===== src/rtl/tour_sequencer_if.sv =====
// tour_sequencer_if: bundles the move-store, command-processor and BLE
// response signals around the tour sequencer. The master modport is the
// sequencer itself; the slave modport is the surrounding system.
interface tour_sequencer_if #(
  parameter int INDX_W = 5
) ();
  logic              start_tour;
  logic [7:0]        move;
  logic [INDX_W-1:0] mv_indx;
  logic [15:0]       cmd_UART;
  logic              cmd_rdy_UART;
  logic              clr_cmd_rdy;
  logic              send_resp;
  logic [15:0]       cmd;
  logic              cmd_rdy;
  logic [7:0]        resp;
  logic              usurp;

  modport master (
    input  start_tour, move, cmd_UART, cmd_rdy_UART, clr_cmd_rdy, send_resp,
    output mv_indx, cmd, cmd_rdy, resp, usurp
  );

  modport slave (
    output start_tour, move, cmd_UART, cmd_rdy_UART, clr_cmd_rdy, send_resp,
    input  mv_indx, cmd, cmd_rdy, resp, usurp
  );
endinterface


===== src/rtl/tour_sequencer.sv =====
// tour_sequencer: turns a solved Knight's Tour (one-hot moves read from the
// move store) into pairs of MOVE commands (vertical leg, then horizontal leg
// with fanfare), taking over the command processor input while a tour runs.
// Optional feature macro: TOUR_ABORT_EN adds an 'abort' input that returns
// the sequencer to IDLE from any active state.
module tour_sequencer #(
  parameter int NUM_MOVES = 24,
  parameter int INDX_W    = 5
) (
  input logic clk,
  input logic rst,
`ifdef TOUR_ABORT_EN
  input logic abort,
`endif
  tour_sequencer_if.master bus
);

  localparam logic [2:0] IDLE   = 3'd0;
  localparam logic [2:0] VERT   = 3'd1;
  localparam logic [2:0] WAIT_V = 3'd2;
  localparam logic [2:0] HORZ   = 3'd3;
  localparam logic [2:0] WAIT_H = 3'd4;
  localparam logic [2:0] LOAD   = 3'd5;

  localparam logic [INDX_W-1:0] LAST = INDX_W'(NUM_MOVES - 1);

  logic [2:0]        state_q, state_d;
  logic [INDX_W-1:0] mv_indx_q, mv_indx_d;
  logic              usurp_q, usurp_d;
  logic [15:0]       cmd_q, cmd_d;
  logic              cmd_rdy_q, cmd_rdy_d;

  logic [2:0]  sel;
  logic [7:0]  vhead, hhead;
  logic [3:0]  vcnt, hcnt;
  logic [15:0] vert_cmd, horz_cmd;

  // Lowest set move bit wins; an all-zero move falls through to bit 7.
  always_comb begin
    sel = 3'd7;
    for (int unsigned i = 0; i < 8; i++) begin
      if (bus.move[7 - i]) sel = 3'(7 - i);
    end
  end

  // Leg headings/counts for each knight move direction.
  always_comb begin
    vhead = 8'h00; vcnt = 4'd1; hhead = 8'hBF; hcnt = 4'd2;
    case (sel)
      3'd0: begin vhead = 8'h00; vcnt = 4'd2; hhead = 8'h3F; hcnt = 4'd1; end
      3'd1: begin vhead = 8'h00; vcnt = 4'd2; hhead = 8'hBF; hcnt = 4'd1; end
      3'd2: begin vhead = 8'h00; vcnt = 4'd1; hhead = 8'h3F; hcnt = 4'd2; end
      3'd3: begin vhead = 8'h7F; vcnt = 4'd1; hhead = 8'h3F; hcnt = 4'd2; end
      3'd4: begin vhead = 8'h7F; vcnt = 4'd2; hhead = 8'h3F; hcnt = 4'd1; end
      3'd5: begin vhead = 8'h7F; vcnt = 4'd2; hhead = 8'hBF; hcnt = 4'd1; end
      3'd6: begin vhead = 8'h7F; vcnt = 4'd1; hhead = 8'hBF; hcnt = 4'd2; end
      default: begin vhead = 8'h00; vcnt = 4'd1; hhead = 8'hBF; hcnt = 4'd2; end
    endcase
    vert_cmd = {4'b0010, vhead, vcnt};
    horz_cmd = {4'b0011, hhead, hcnt};
  end

  // Next-state logic for the handshake FSM. WAIT_H hops through LOAD so the
  // next vertical command is decoded from the move at the updated index.
  always_comb begin
    state_d   = state_q;
    mv_indx_d = mv_indx_q;
    usurp_d   = usurp_q;
    cmd_d     = cmd_q;
    cmd_rdy_d = cmd_rdy_q;
    case (state_q)
      IDLE: if (bus.start_tour) begin
        mv_indx_d = '0;
        usurp_d   = 1'b1;
        cmd_d     = vert_cmd;
        cmd_rdy_d = 1'b1;
        state_d   = VERT;
      end
      VERT: if (bus.clr_cmd_rdy) begin
        cmd_rdy_d = 1'b0;
        state_d   = WAIT_V;
      end
      WAIT_V: if (bus.send_resp) begin
        cmd_d     = horz_cmd;
        cmd_rdy_d = 1'b1;
        state_d   = HORZ;
      end
      HORZ: if (bus.clr_cmd_rdy) begin
        cmd_rdy_d = 1'b0;
        state_d   = WAIT_H;
      end
      WAIT_H: if (bus.send_resp) begin
        if (mv_indx_q == LAST) begin
          usurp_d   = 1'b0;
          mv_indx_d = '0;
          state_d   = IDLE;
        end else begin
          mv_indx_d = mv_indx_q + INDX_W'(1);
          state_d   = LOAD;
        end
      end
      LOAD: begin
        cmd_d     = vert_cmd;
        cmd_rdy_d = 1'b1;
        state_d   = VERT;
      end
      default: state_d = IDLE;
    endcase
`ifdef TOUR_ABORT_EN
    if (abort && (state_q != IDLE)) begin
      state_d   = IDLE;
      cmd_rdy_d = 1'b0;
      usurp_d   = 1'b0;
      mv_indx_d = '0;
    end
`endif
  end

  // State registers with asynchronous reset.
  always_ff @(posedge clk or posedge rst) begin
    if (rst) begin
      state_q   <= IDLE;
      mv_indx_q <= '0;
      usurp_q   <= 1'b0;
      cmd_q     <= '0;
      cmd_rdy_q <= 1'b0;
    end else begin
      state_q   <= state_d;
      mv_indx_q <= mv_indx_d;
      usurp_q   <= usurp_d;
      cmd_q     <= cmd_d;
      cmd_rdy_q <= cmd_rdy_d;
    end
  end

  // Command mux and BLE response; final WAIT_H reports completion (A5).
  always_comb begin
    bus.mv_indx = mv_indx_q;
    bus.usurp   = usurp_q;
    bus.cmd     = usurp_q ? cmd_q : bus.cmd_UART;
    bus.cmd_rdy = usurp_q ? cmd_rdy_q : bus.cmd_rdy_UART;
    if (usurp_q && !((state_q == WAIT_H) && (mv_indx_q == LAST)))
      bus.resp = 8'h5A;
    else
      bus.resp = 8'hA5;
  end

endmodule


===== src/flat_wrapper.sv =====
// flat-port wrapper written by rule: the top's interface ports become plain ports
module tour_sequencer_flat 
#(
  parameter int NUM_MOVES = 24,
  parameter int INDX_W    = 5
)
  (clk, rst, bus_start_tour, bus_move, bus_cmd_UART, bus_cmd_rdy_UART, bus_clr_cmd_rdy, bus_send_resp, bus_mv_indx, bus_cmd, bus_cmd_rdy, bus_resp, bus_usurp);
  tour_sequencer_if #(.INDX_W(INDX_W)) bus_i ();
  input logic clk;
  input logic rst;
  input wire logic [$bits(bus_i.start_tour)-1:0] bus_start_tour;
  input wire logic [$bits(bus_i.move)-1:0] bus_move;
  input wire logic [$bits(bus_i.cmd_UART)-1:0] bus_cmd_UART;
  input wire logic [$bits(bus_i.cmd_rdy_UART)-1:0] bus_cmd_rdy_UART;
  input wire logic [$bits(bus_i.clr_cmd_rdy)-1:0] bus_clr_cmd_rdy;
  input wire logic [$bits(bus_i.send_resp)-1:0] bus_send_resp;
  output wire logic [$bits(bus_i.mv_indx)-1:0] bus_mv_indx;
  output wire logic [$bits(bus_i.cmd)-1:0] bus_cmd;
  output wire logic [$bits(bus_i.cmd_rdy)-1:0] bus_cmd_rdy;
  output wire logic [$bits(bus_i.resp)-1:0] bus_resp;
  output wire logic [$bits(bus_i.usurp)-1:0] bus_usurp;
  assign bus_i.start_tour = bus_start_tour;
  assign bus_i.move = bus_move;
  assign bus_i.cmd_UART = bus_cmd_UART;
  assign bus_i.cmd_rdy_UART = bus_cmd_rdy_UART;
  assign bus_i.clr_cmd_rdy = bus_clr_cmd_rdy;
  assign bus_i.send_resp = bus_send_resp;
  assign bus_mv_indx = bus_i.mv_indx;
  assign bus_cmd = bus_i.cmd;
  assign bus_cmd_rdy = bus_i.cmd_rdy;
  assign bus_resp = bus_i.resp;
  assign bus_usurp = bus_i.usurp;
  tour_sequencer #(.NUM_MOVES(NUM_MOVES), .INDX_W(INDX_W)) u_core (.clk(clk), .rst(rst), .bus(bus_i));
endmodule

===== config.mk =====
export PLATFORM = sky130hd
export DESIGN_NAME = tour_sequencer_flat
export DESIGN_NICKNAME = d
export VERILOG_FILES = /design/src/rtl/tour_sequencer_if.sv /design/src/rtl/tour_sequencer.sv /design/src/flat_wrapper.sv
export SDC_FILE = /design/constraint.sdc
export NUM_CORES = 1
export LEC_CHECK = 0
export BUFFER_PORTS_ARGS = -buffer_cell sky130_fd_sc_hd__buf_2
export CAP_MARGIN = 25
export CORE_ASPECT_RATIO = 0.75
export CORE_MARGIN = 2
export CORE_UTILIZATION = 47
export CTS_BUF_LIST = sky130_fd_sc_hd__clkbuf_8
export CTS_CLUSTER_DIAMETER = 120
export DETAILED_ROUTE_END_ITERATION = 12
export PLACE_DENSITY = 0.82
export SLEW_MARGIN = 10
export SYNTH_ARGS = -nofsm -noshare
export SYNTH_HDL_FRONTEND = slang
export SYNTH_SLANG_ARGS = --single-unit

===== constraint.sdc =====
create_clock -name clk -period 2 [get_ports clk]
set_input_delay 0.4 -clock clk [delete_from_list [all_inputs] [get_ports clk]]
set_output_delay 0.4 -clock clk [all_outputs]
set_load 0.03 [all_outputs]

==> flow_summary.ini <==
[global_routing]
busiest_layer = met2
grt_pass1_vias = 1045
met2_usage_pct = 30.5
grt_usage_pct = 19.4
use_met3_pct = 6.51
overflow = 0
grt_pass1_wl_mm = 4.78
antenna_found_initial = 0
met1_usage_pct = 26.2
grt_max_degree = 21

[logic_synthesis]
ys_ff_latch = 17
yosysSeqAreaShare_pct = 34.6
yosys.area.top_type = dfrtp_1
syn_area_per_cell_sq_um = 8.66
synth_top_area_share_pct = 34.6
synth_cell_types = 41
syn-cell-area_sq_mm = 0.00123
synthTopCellsByArea = dfrtp_1 35%, mux2_2 6.4%, o21ai_0 5.7%
synthCells = 142
yosys_warnings = 0
synth_nets = 173

[floorplanning]
start_util_pct = 48.4
die_h_um = 48.3
die_x_um = 63.1
num_rows = 16
core_area_sq_mm = 0.00254
io_pins = 61
dieArea_sq_mm = 0.00305

[clock_network]
cts.clk_slew.worst_paths_ns = 0.06
cts_max_level = 1
cts-root-buf = clkbuf_8
holdBufCountCts = 0
clockBufferDepth = 2
insertion_delay_ns = 0.25
numClockSinks = 17
cts_buffers = 3
tritoncts = done

[setup_path]
r2r_slack_ns = 0.40
startpoint_type = flip-flop
r2r-start = u_core.state_q[2]$_DFFE_PP0P_
r2r-end = u_core.cmd_q[0]$_DFFE_PP0P_
cp_data_arrival_time_ns = 1.56
rr_worst_depth = 5
worstPathMaxFanout = 4
cp.required_ns = 1.60
crit_type = flip-flop to output pin
critPathCaptureType = output pin

[placement]
dp_cells = 230
place_congestion = 0.826
portBuffers = 59
dp_hpwl_mm = 2.22
pre_cts_ws_ns = 0.285

[routing]
totalWireLength_mm = 2.95
avgViaCountPerCell = 5.18
drt_iter0_drc = 35
ant_nets = 0
dr_total_vias = 1217
drt_first_pass_iters = 4
drc = 0
wl_per_cell_um = 12.5

[timing]
relSlewSlack_pct = 56.2
finClkSkew_ns = 0.000981
drv_slew = 0
hold_viol_final = 0
final.min_clock_period_ns = 1.96
setup_viol = 0
grt_setup_unrepaired = true
fin_crit_sh_pct = 98.0
tightest_slew_ns = 0.656
tns_ns = 0
fmax_mhz = 510
fin_ws_ns = 0.0408

[hold_path]
hold_path_class = input pin to async pin

[layout]
nets = 231
area_delta_synth_final_pct = 32.0
finalNonFillerCells = 235
antenna_cells = 0
drive_gt1_share_pct = 44.7
final_cell_mix = 55 x buf_2, 15 x dfrtp_1, 14 x o21ai_0, 13 x inv_1, 10 x nor2_1
layout_commonest_cell = buf_2

[status]
status = complete, no violations

[power_and_ir_drop]
leakage_nw = 0.808
p_per_area_mw_per_mm2 = 1250
ir_drop_v = 0.000733

[job]
maxCapViolations = 0
## layer usage
layer	vias up	routed length (um)
met4	0	10
met5	-	0
met3	2	214
li1	612	-
met1	552	1410
met2	51	1310
## logic make-up (layout without fill, tap and decap cells)
group,after synthesis,in the layout,share of synthesized area (%)
compound gates,39,39,20.9
xor+xnor,1,1,0.712
fa+ha+maj,1,1,1.02
buf+inv,26,83,11.0
flops,17,17,34.6
mux,10,10,8.85
simple gates,48,48,23.0
## synth_stat cells
| library cell | n |
|---|---|
| buf_2 | 3 |
| nand2b_1 | 2 |
| dfrtp_1 | 17 |
| o221ai_1 | 1 |
| buf_6 | 1 |
| o2bb2ai_1 | 1 |
| or3b_2 | 1 |
| o41ai_1 | 2 |
| nand2b_4 | 1 |
| inv_1 | 13 |
| nor2_1 | 10 |
| nand4b_1 | 1 |
| nor2b_1 | 9 |
| nand3_1 | 3 |
| o21ai_0 | 14 |
| o21ai_1 | 3 |
| nand2_1 | 9 |
| nor2_8 | 1 |
| o31ai_1 | 1 |
| mux2i_1 | 3 |
| or3b_1 | 1 |
| nor3_2 | 1 |
| nor3b_2 | 1 |
| o21bai_1 | 1 |
| o32ai_1 | 2 |
| ha_1 | 1 |
| xnor2_1 | 1 |
| or3_1 | 1 |
| a21o_1 | 1 |
| o31ai_2 | 1 |
| a221oi_1 | 2 |
| a2bb2oi_1 | 1 |
| clkbuf_1 | 2 |
| a221o_1 | 1 |
| nor3_1 | 4 |
| buf_4 | 7 |
| or2_2 | 1 |
| mux2_2 | 7 |
| a22o_1 | 2 |
| a21oi_1 | 6 |
| nand4_1 | 2 |
## power breakdown
part,switching [mW],internal (mW),total [mW]
combinational,0.799,0.451,1.25
clock,0.112,0.136,0.248
sequential,0.0772,0.458,0.535
total,0.989,1.04,2.03
## worst max-delay path, cell delays in order, from the launching register on
cell and delay, ns:
dfrtp_1 0.40, or3b_4 0.40, o21ai_4 0.19, buf_4 0.15, clkbuf_4 0.18
## sequential cells by signal, indices dropped and copies added, names as in the netlist
signal              count
u_core.bus.mv_indx      5
u_core.bus.usurp        1
u_core.cmd_q            7
u_core.cmd_rdy_q        1
u_core.state_q          3
## per-stage QoR
stage	hold WS (ns)	util (%)	power, mW	cell area (sq um)
after CTS	0.255	63.1	2.02	1600
after global placement	0.451	61.3	1.73	1560
final	0.230	63.9	2.03	1620
after floorplan	0.326	-	1.45	1270
after global routing	0.299	63.9	2.17	1620
after detailed placement	0.452	61.3	1.77	1560
## final cells by class
cell class | count | area [sq um]
clock buffers | 3 | 41.3
inverters | 13 | 52.6
well taps | 36 | 45.0
fillers | 213 | 918
flip-flops and latches | 17 | 428
multi-input cells | 99 | 696
clock inverters | 1 | 3.75
repair buffers | 66 | 358
## repair_timing
item	CTS	global route
buffers inserted	0	1
endpoints found under the setup margin	0	4
resized for setup	0	5
## worst max-delay path by stage
stage	to	startpoint	slack, ns	cells after the start
final	bus_resp[5]	u_core.state_q[0]$_DFFE_PP0P_	0.04	4
after floorplan	bus_resp[3]	u_core.bus.mv_indx[1]$_DFFE_PP0P_	-0.25	5
after global routing	bus_resp[5]	u_core.state_q[1]$_DFFE_PP0P_	-0.01	4
after CTS	bus_resp[4]	u_core.state_q[1]$_DFFE_PP0P_	0.004	4
after global placement	bus_resp[3]	u_core.state_q[1]$_DFFE_PP0P_	0.32	4
after detailed placement	bus_resp[4]	u_core.state_q[1]$_DFFE_PP0P_	0.29	4
(Power assumes the default switching activity.)
